[src/rtl/bcd_seg_display_seq.sv]
// rtl/bcd_seg_display_seq.sv - sequential double-dabble BCD converter driving DIGITS active-low 7-segment digits
// Optional build macro: LEADING_ZERO_BLANK_EN (blank digits above the most significant non-zero digit).
module bcd_seg_display_seq #(
  parameter int WIDTH  = 5,
  parameter int DIGITS = 2
) (
  input  logic                  clk,
  input  logic                  rst_n,
  input  logic                  start,
  input  logic [WIDTH-1:0]      value,
  output logic                  busy,
  output logic                  done,
  output logic [7*DIGITS-1:0]   seg
);

  localparam int BCDW = 4 * DIGITS;
  localparam int CNTW = $clog2(WIDTH + 1);
  localparam logic [CNTW-1:0] LAST_SHIFT = CNTW'(WIDTH - 1);

  // The digit count must be able to hold the largest input value
  if (10**DIGITS <= 2**WIDTH - 1) begin : g_param_check
    $error("bcd_seg_display_seq: DIGITS too small for WIDTH");
  end

  typedef enum logic [1:0] {S_IDLE, S_SHIFT, S_DONE} state_t;

  state_t              state_q, state_d;
  logic [CNTW-1:0]     cnt_q, cnt_d;
  logic [WIDTH-1:0]    sh_q, sh_d;
  logic [BCDW-1:0]     bcd_q, bcd_d;
  logic [BCDW-1:0]     adj;
  logic                busy_q, busy_d;
  logic                done_q, done_d;
  logic [7*DIGITS-1:0] seg_q, seg_d;

  // Active-low {g,f,e,d,c,b,a}; nibbles above 9 cannot occur and show blank
  function automatic logic [6:0] dec7(input logic [3:0] n);
    case (n)
      4'd0:    dec7 = 7'b1000000;
      4'd1:    dec7 = 7'b1111001;
      4'd2:    dec7 = 7'b0100100;
      4'd3:    dec7 = 7'b0110000;
      4'd4:    dec7 = 7'b0011001;
      4'd5:    dec7 = 7'b0010010;
      4'd6:    dec7 = 7'b0000010;
      4'd7:    dec7 = 7'b1111000;
      4'd8:    dec7 = 7'b0000000;
      4'd9:    dec7 = 7'b0011000;
      default: dec7 = 7'b1111111;
    endcase
  endfunction

  // Full display image for a BCD word; also used for the reset image (BCD zero)
  function automatic logic [7*DIGITS-1:0] render(input logic [BCDW-1:0] bcd);
    logic [7*DIGITS-1:0] s;
`ifdef LEADING_ZERO_BLANK_EN
    logic seen;
    seen = 1'b0;
`endif
    s = '0;
    for (int i = DIGITS - 1; i >= 0; i--) begin
      s[7*i +: 7] = dec7(bcd[4*i +: 4]);
`ifdef LEADING_ZERO_BLANK_EN
      if (bcd[4*i +: 4] != 4'd0) seen = 1'b1;
      if (!seen && i != 0) s[7*i +: 7] = 7'b1111111;
`endif
    end
    return s;
  endfunction

  // Next-state logic: capture, add-3/shift per bit, then publish the digits once
  always_comb begin
    state_d = state_q;
    cnt_d   = cnt_q;
    sh_d    = sh_q;
    bcd_d   = bcd_q;
    busy_d  = 1'b0;
    done_d  = 1'b0;
    seg_d   = seg_q;
    adj     = bcd_q;
    case (state_q)
      S_IDLE: begin
        if (start) begin
          sh_d    = value;
          bcd_d   = '0;
          cnt_d   = '0;
          busy_d  = 1'b1;
          state_d = S_SHIFT;
        end
      end
      S_SHIFT: begin
        // Nibbles are corrected independently; the shift carries between them
        for (int i = 0; i < DIGITS; i++) begin
          if (bcd_q[4*i +: 4] >= 4'd5) adj[4*i +: 4] = bcd_q[4*i +: 4] + 4'd3;
        end
        {bcd_d, sh_d} = {adj, sh_q} << 1;
        cnt_d = cnt_q + CNTW'(1);
        if (cnt_q == LAST_SHIFT) begin
          state_d = S_DONE;
        end else begin
          busy_d = 1'b1;
        end
      end
      S_DONE: begin
        seg_d   = render(bcd_q);
        done_d  = 1'b1;
        state_d = S_IDLE;
      end
      default: state_d = S_IDLE;
    endcase
  end

  // State and registered outputs; reset aborts any conversion silently
  always_ff @(posedge clk) begin
    if (!rst_n) begin
      state_q <= S_IDLE;
      cnt_q   <= '0;
      sh_q    <= '0;
      bcd_q   <= '0;
      busy_q  <= 1'b0;
      done_q  <= 1'b0;
      seg_q   <= render('0);
    end else begin
      state_q <= state_d;
      cnt_q   <= cnt_d;
      sh_q    <= sh_d;
      bcd_q   <= bcd_d;
      busy_q  <= busy_d;
      done_q  <= done_d;
      seg_q   <= seg_d;
    end
  end

  assign busy = busy_q;
  assign done = done_q;
  assign seg  = seg_q;

endmodule

[config.mk]
export PLATFORM = sky130hd
export DESIGN_NAME = bcd_seg_display_seq
export DESIGN_NICKNAME = d
export VERILOG_FILES = /design/src/rtl/bcd_seg_display_seq.sv
export SDC_FILE = /design/constraint.sdc
export NUM_CORES = 1
export LEC_CHECK = 0
export ABC_CLOCK_PERIOD_IN_PS = 4300
export CAP_MARGIN = 20
export CORE_MARGIN = 5
export CORE_UTILIZATION = 61
export CTS_BUF_LIST = sky130_fd_sc_hd__clkbuf_4
export DETAILED_ROUTE_END_ITERATION = 10
export PLACE_DENSITY_LB_ADDON = 0.12
export SYNTH_ARGS = -nofsm -noshare
export SYNTH_HDL_FRONTEND = slang
export SYNTH_SLANG_ARGS = --single-unit
[constraint.sdc]
create_clock -name clk -period 4.3 [get_ports clk]
set_clock_uncertainty 0.05 [all_clocks]
set_input_delay 0.86 -clock clk [delete_from_list [all_inputs] [get_ports clk]]
set_output_delay 0.86 -clock clk [all_outputs]
set_load 0.1 [all_outputs]
# Word-level counts from Yosys, hierarchy flattened
# Memories as Yosys holds them, arrays and structs flattened. A register that Yosys moved wholly into a read port is not among the register bits.
# Cells that the tools add are included.
# word_totals
latchBits,0
rom_bits,224
out_inout_bits,16
n_memories,2
ram_bits,0
regBits,20
word_cells,39
# mem_list
memory,depth,width,read_ports,rd_clocked_by_memory_dff,wr,line_no,source
(no name shown),16,7,1,1,0,38,case (n)
(no name shown),16,7,1,1,0,38,
# classes
add_sub_neg,3
multipliers,0
bitwise,0
n_mux,15
n_reduce_logical,6
order_cmp,2
div,0
n_eq_ne,5
shift,0
# ops
operator,count
$pmux 8 s2,1
$pmux 5 s2,1
$ge 4x3->1 const B,2
$mux 8,1
$mux 3,2
$pmux 3 s2,1
$mux 5,1
$add 4x2->4 const B,1
$mux 2,2
$mux 4,1
$ne 2x2->1 const B,2
$pmux 2 s2,1
$reduce_and 2->1,2
$add 3x1->3 const B,1
$add 3x2->3 const B,1
$eq 3x3->1 const B,1
$mux 1,3
$eq 2x1->1 const B,1
$eq 2x2->1 const B,1
$logic_not 1->1,2
$logic_not 2->1,1
$pmux 1 s2,1
$reduce_bool 2->1,1

# Logic depth before layout (Yosys ltp)
# Gate-level depths: netlist of run 1.
# depth
word_depth,3
mapped_depth,6
depth_no_buf,6

# Least setup slack after synthesis of run 1
# No wires, ideal clock.
# synth_path
path_kind,flip-flop to output port
start,register seg_q[7] (netlist: seg[7])
end,output seg[7]
path_stages_with_launch,1
path_buffers,0
path_slack_ps,2465
t_arrival_ps,925
path_cell_list,dfxtp_1
# synth_lines
item,line_no,source
from (decl),34,"logic [7*DIGITS-1:0] seg_q, seg_d;"
to (decl),13,output logic [7*DIGITS-1:0] seg
# No word-level cell between the ends.

# Worst setup path in the final report of run 1
# layout_path
start,register seg_q[12] (netlist: seg[12])
end,output seg[12]
# No word-level cell between the ends.

==> results of run 1 <==
==> final timing paths <==
path / end / slack, ns / cells past startpoint
worst min register to register: sh_q[4] / 0.42 / 2
worst min-delay path: sh_q[4] / 0.42 / 2
worst max-delay path: seg[12] / 1.56 / 1
worst max register to register: bcd_q[3] / 2.51 / 6
==> stage by stage <==
step	instance area (µm²)	setup WS (ns)	utilization
finish	2020	1.56	0.721
global placement	1980	1.75	0.707
floorplan	1800	2.47	-
global route	2020	1.49	0.721
CTS	2020	1.53	0.721
detailed placement	1980	1.73	0.707
==> state kept, by name, indices dropped and copies added (netlist names) <==
signal	count
sh_q	5
done	1
seg	14
busy	1
cnt_q	3
state_q	2
bcd_q	8
==> layer usage <==
layer  vias up  routed length [µm]  track usage
met5         -                   0            0
met4         0                  48       0.0712
met3         6                 199       0.0595
met2        41                1720        0.313
met1       651                1540        0.228
li1        744                   -            -
==> logic make-up (layout without fill, tap and decap cells) <==
logic type                 Yosys count  count (layout)  synth area share
muxes                                1               1           0.00624
adders and majority gates           13              13            0.0902
DFF                                 34              34             0.377
xor gates and xnor gates             5               5            0.0243
buffers and inverters               22              40            0.0735
and+or+nand+nor                     53              53             0.160
AOI/OAI and AO/OA                   74              74             0.269
==> report_power, final <==
group	leakage (nW)	internal [mW]	switching, mW
clock	0.0246	0.0557	0.0944
combinational	0.485	0.0230	0.0277
sequential	0.276	0.322	0.00634
total	0.786	0.400	0.128
==> cell type report <==
| class | instances | area, µm² | share of cell area |
|---|---|---|---|
| multi-input combinational | 146 | 991 | 0.490 |
| tap | 31 | 38.8 | 0.0192 |
| sequential | 34 | 681 | 0.336 |
| timing repair buffer | 23 | 230 | 0.114 |
| inverter | 11 | 41.3 | 0.0204 |
| clock buffer | 5 | 37.5 | 0.0186 |
| clock inverter | 1 | 3.75 | 0.00186 |
==> Yosys cell counts (2+ instances only) <==
cell and instances:
o21ai_0 20, o21a_1 4, nor2_1 13, nand2b_4 2
a21oi_1 20, xor2_1 3, buf_6 6, nand2_1 18
o211ai_1 3, nand2b_1 3, o311ai_0 2, a21boi_0 4
dfxtp_1 34, nand3_1 2, inv_1 10, buf_2 4
ha_1 13, xnor2_1 2, nor2b_1 5, a22oi_1 4
nor3_1 2, o22ai_1 4, o211a_1 4
==> placed cells by master (no fill, tap or decap), types with 3 or more instances in the layout <==
master and instances:
o211ai_1 3, inv_1 10, a21oi_1 20, nor2_1 13
o211a_1 4, o21ai_0 20, o22ai_1 4, clkdlybuf4s50_1 23
a21boi_0 4, clkbuf_4 5, nand2_1 18, nor2b_1 5
dfxtp_1 34, a22oi_1 4, ha_1 13, o21a_1 4
xor2_1 3, nand2b_1 3
==> summary.md, run 1 <==
| Metric | Value |
|---|---|
| #FFs+latches synth | `34` |
| Cell area after synthesis | `1800 µm²` |
| Post-route ant nets | `0` |
| Final worst-path cycle share | `0.638` |
| Seq/Total Area, Yosys | `0.377` |
| Actual slew at the worst max-slew pin | `0.993 ns` |
| PortBufs | `23` |
| Cts bufs inserted | `5` |
| Final slew viol count | `0` |
| WP data required | `3.39 ns` |
| PwrDens | `261 nW/µm²` |
| Clock Sinks | `34` |
| Top cell type's share of synthesized area | `0.377` |
| Num rows | `19` |
| Diodes inserted | `0` |
| Die width | `64.4 µm` |
| DRC viols | `0` |
| Crit path largest cell delay | `1.15 ns` |
| Crit-path cells | `clkdlybuf4s50_1` |
| Clock buffer depth | `2` |
| Die Y | `64.4 µm` |
| Post-CTS Setup Bufs | `0` |
| Top post-synthesis cells by area | `dfxtp_1 38%, ha_1 9.0%, a21oi_1 5.5%, o21ai_0 5.5%, nand2_1 3.7%` |
| # IOs | `24` |
| # nets final | `242` |
| Hold/Removal Path Class | `reg2reg` |
| Area Growth Syn to Fin | `12.1%` |
| First-pass DRT Iterations | `4` |
| DR WL/cell | `14.0 µm` |
| Fin Hold WS | `0.418 ns` |
| Avg Vias per Cell | `5.75` |
| Minimum clock period | `2.74 ns` |
| Gr usage total | `0.189` |
| Clock transition at path regs | `0.09 ns` |
| Final hold violations | `0` |
| DRT iter0 DRCs | `80` |
| Cell variety after synth | `43` |
| RSZ-0062 raised after global routing | `false` |
| Lkg Pwr | `0.786 nW` |
| Worst setup startpoint | `seg[12]` |
| Worst path bufs/invs | `1` |
| Largest net degree at the start of global routing | `31` |
| Initial Utilization | `0.643` |
| Top_reg_cell synth | `dfxtp_1` |
| Post-Layout Cell Count | `251` |
| CP Launch Type | `flop` |
| H-tree depth | `2` |
| Fill cell count | `230` |
| Hold_buf cts | `0` |
| Worst Setup End Kind | `output port` |
| R2r startpoint | `bcd_q[1]` |
| Final Power | `0.529 mW` |
| Status | `finished, final reports clean` |
| Post-route setup TNS | `0 ns` |
| Critical path's slowest cell | `clkdlybuf4s50_1` |
| CTS tree | `yes` |
| CP delay by family, top | `buffers and inverters` |
| Core Area | `2810 µm²` |
| Final WL | `3500 µm` |
| Setup CP Type | `reg2out` |
| # resized after CTS | `0` |
| Post-Synthesis Cells | `202` |
| EDFF count, synth | `0` |
| Data arrival time of the critical path | `1.83 ns` |
| Layout cells sized above 1 | `0.0909` |
| Die footprint | `4150 µm²` |
| Inst Count DP | `245` |
| Gr ovfl total | `0` |
| Cell accounting for the most synthesized area | `dfxtp_1` |
| Ys Warns | `0` |
| Min-delay src | `sh_q[3]` |
| Crit-path max FO | `2` |
| DP HPWL | `2610 µm` |
| RePlAce Congestion | `0.838` |
| Initial antenna violation count | `0` |
| Vias in the first global route | `1394` |
| Post-synth net total | `223` |
| Synth Area per Inst | `8.93 µm²` |
| First-pass GRT wire length | `6110 µm` |
| Slew HR | `0.336` |
| Fmax | `0.365 GHz` |
| Vias | `1442` |
| Setup Viol. Count Final | `0` |
| Max Cap Viol | `0` |
| Root Buffer Master | `clkbuf_4` |
| Worst IR Drop VDD | `0.214 mV` |
| Skew-Pair Late Insertion Delay | `0.33 ns` |
| Async set-reset flop share out of synthesis | `0` |
No activity file was read; power rests on OpenSTA's default activity.
==> run 2, diff against run 1 <==
Settings changed: ABC_CLOCK_PERIOD_IN_PS 4300 to 2800, CORE_UTILIZATION 61 to 57.
Clock period 4.3 ns to 2.8 ns, I/O delays scaled along.
==> run 2 against run 1 <==
Compared with the run above: setup slack lost 0.51 ns; wire length shrank 0.37%; hold slack gained 0.0088 ns; clock power grew 74%; critical path depth grew 5; via count grew 0.28%; count of clock-buffer cells in the layout grew 1; global-route usage shrank 0.78 points; sequential share of layout area grew 0.062 points; first-iteration DRC count grew 28%; die area grew 5.9%; largest cell class unchanged; highest routed layer unchanged.
==> summary.md, run 2 (synthesis gave the netlist of run 1 again) <==
| Metric | Value |
|---|---|
| Status | `finished, final reports clean (unchanged)` |
| WP data required | `2.98 ns (was 3.39 ns)` |
| Die width | `66.3 µm (was 64.4 µm)` |
| Hold/Removal Path Class | `reg2reg (unchanged)` |
| Combinational power share | `0.092 (was 0.096)` |
| Seq pwr share | `0.598 (was 0.620)` |
| RSZ-0062 raised after global routing | `false (unchanged)` |
| Setup Viol. Count Final | `0 (unchanged)` |
| Actual slew at the worst max-slew pin | `0.449 ns (was 0.993 ns)` |
| Hold worst-path end | `sh_q[4] (unchanged)` |
| Slew HR | `0.699 (was 0.336)` |
| Post-route ant nets | `0 (unchanged)` |
| Initial antenna violation count | `0 (unchanged)` |
| Cts bufs inserted | `5 (unchanged)` |
| Die Y | `66.3 µm (was 64.4 µm)` |
| Root Buffer Master | `clkbuf_4 (unchanged)` |
| Hold_buf cts | `0 (unchanged)` |
| Gr ovfl total | `0 (unchanged)` |
| Most common cell after layout, fill and taps aside | `dfxtp_1 (unchanged)` |
| Gr usage total | `0.181 (was 0.189)` |
| R2r startpoint | `bcd_q[1] (unchanged)` |
| Skew-Pair Late Insertion Delay | `0.33 ns (about the same)` |
| DRT iter0 DRCs | `102 (was 80)` |
| Post-route setup TNS | `0 ns (unchanged)` |
| Area Growth Syn to Fin | `11.9% (was 12.1%)` |
| DRC viols | `0 (unchanged)` |
| Largest net degree at the start of global routing | `17 (was 31)` |
| Layout cells sized above 1 | `0.175 (was 0.0909)` |
| Lkg Pwr | `0.827 nW (was 0.786 nW)` |
| H-tree depth | `2 (unchanged)` |
| Vias in the first global route | `1483 (was 1394)` |
| Reg2Reg Setup Slack | `1.05 ns (was 2.51 ns)` |
| First-pass DRT Iterations | `6 (was 4)` |
| Crit-path max FO | `7 (was 2)` |
| # resized after CTS | `0 (unchanged)` |
| Data arrival time of the critical path | `1.93 ns (was 1.83 ns)` |
| Fin util | `0.661 (was 0.721)` |
| Pint | `0.633 mW (was 0.400 mW)` |
| Initial Utilization | `0.591 (was 0.643)` |
| Max Cap Viol | `0 (unchanged)` |
| # nets final | `243 (was 242)` |
| CTS tree | `yes (unchanged)` |
| Final hold violations | `0 (unchanged)` |
| CP Launch Type | `flop (unchanged)` |
| Max FFs per register | `14 (unchanged)` |
| Post-CTS Setup Bufs | `0 (unchanged)` |
| PwrDens | `417 nW/µm² (was 261 nW/µm²)` |
| Setup CP Type | `reg2reg (was reg2out)` |
| Min-delay src | `sh_q[3] (unchanged)` |
| DR WL/cell | `13.1 µm (was 14.0 µm)` |
| Worst IR Drop VDD | `0.270 mV (was 0.214 mV)` |
| Final slew viol count | `0 (unchanged)` |
| Power share of the clock group | `0.309 (was 0.284)` |
| Hold path cells | `2 (unchanged)` |
| Avg Vias per Cell | `5.42 (was 5.75)` |
| Clock buffer depth | `2 (unchanged)` |
| R2R depth | `6 (unchanged)` |
| RePlAce Congestion | `0.827 (was 0.838)` |
| First-pass GRT wire length | `6180 µm (was 6110 µm)` |
| Clock transition at path regs | `0.10 ns (was 0.09 ns)` |
| Diodes inserted | `0 (unchanged)` |
| Minimum clock period | `1.75 ns` |
| PortBufs | `23 (unchanged)` |
| Final WL | `3490 µm (was 3500 µm)` |
| Worst r2r dst | `bcd_q[3] (unchanged)` |
| Net Sw Power | `0.209 mW (was 0.128 mW)` |
| Switching Share | `0.248 (was 0.243)` |
| Core Area | `3050 µm² (was 2810 µm²)` |
| Num rows | `20 (was 19)` |
| Final worst-path cycle share | `0.626` |
| Clock Sinks | `34 (unchanged)` |
| Worst Setup End Kind | `flop (was output port)` |
| Die footprint | `4390 µm² (was 4150 µm²)` |
| # IOs | `24 (unchanged)` |
| DP HPWL | `2590 µm (was 2610 µm)` |
| Fin Hold WS | `0.427 ns (was 0.418 ns)` |
| Fmax | `0.570 GHz` |
| Vias | `1446 (was 1442)` |
| Most frequent cells in the layout | `34 x dfxtp_1, 20 x o21ai_0, 20 x a21oi_1 (was 34 x dfxtp_1, 23 x clkdlybuf4s50_1, 20 x o21ai_0, 20 x a21oi_1, 18 x nand2_1)` |
-- run 2: changes by cell type in the layout (fill, tap and decap cells not counted) --
cell,previous run,this run
clkdlybuf4s50_1,23,7
clkbuf_4,5,6
clkinv_2,0,1
buf_4,0,17
-- run 2: layout make-up --
cell class / instances / area (µm²)
clock buffers: 6 / 45.0
multi-input cells: 146 / 991
repair buffers: 24 / 198
well taps: 44 / 55.1
clock inverters: 2 / 8.76
flip-flops and latches: 34 / 681
inverters: 11 / 41.3
fillers: 287 / 1030
-- run 2: how the worst max path moves through the flow --
stage	startpoint	to	slack, ns	cells past startpoint
after floorplan	bcd_q[5]	bcd_q[7]	1.23	6
after global placement	rst_n	bcd_q[6]	0.79	5
after detailed placement	rst_n	bcd_q[4]	0.74	4
after CTS	bcd_q[4]	bcd_q[7]	1.04	6
after global routing	bcd_q[1]	bcd_q[3]	0.89	6
final	bcd_q[1]	bcd_q[3]	1.05	6
-- run 2: worst max-delay path: stages, from the launching register on --
cell and delay [ns]:
dfxtp_1 0.48, inv_1 0.13, ha_1 0.27, ha_1 0.32, o21a_1 0.17, o21ai_0 0.12
a21boi_0 0.10
-- run 2: per-layer routing --
layer | global-route usage | share of wire | vias to the layer above
met2 | 0.306 | 0.46 | 35
met1 | 0.210 | 0.47 | 658
li1 | - | - | 747
met3 | 0.0408 | 0.043 | 6
met5 | 0 | 0 | -
met4 | 0.0964 | 0.017 | 0
-- run 2: power by group through the flow --
stage / sequential, mW / combinational (mW) / clock [mW]
after floorplan: 0.518 / 0.0549 / 0
after global placement: 0.515 / 0.0758 / 0
after detailed placement: 0.515 / 0.0780 / 0
after CTS: 0.504 / 0.0785 / 0.268
after global routing: 0.506 / 0.0875 / 0.296
final: 0.504 / 0.0778 / 0.261
-- run 2: through the flow --
stage | cells | cell area, µm² | total power [mW] | setup WS, ns
finish | 267 | 2020 | 0.842 | 1.05
global route | 267 | 2020 | 0.889 | 0.887
CTS | 267 | 2020 | 0.851 | 1.04
detailed placement | 259 | 1970 | 0.593 | 0.737
global placement | 259 | 1970 | 0.590 | 0.787
floorplan | 202 | 1800 | 0.573 | 1.23
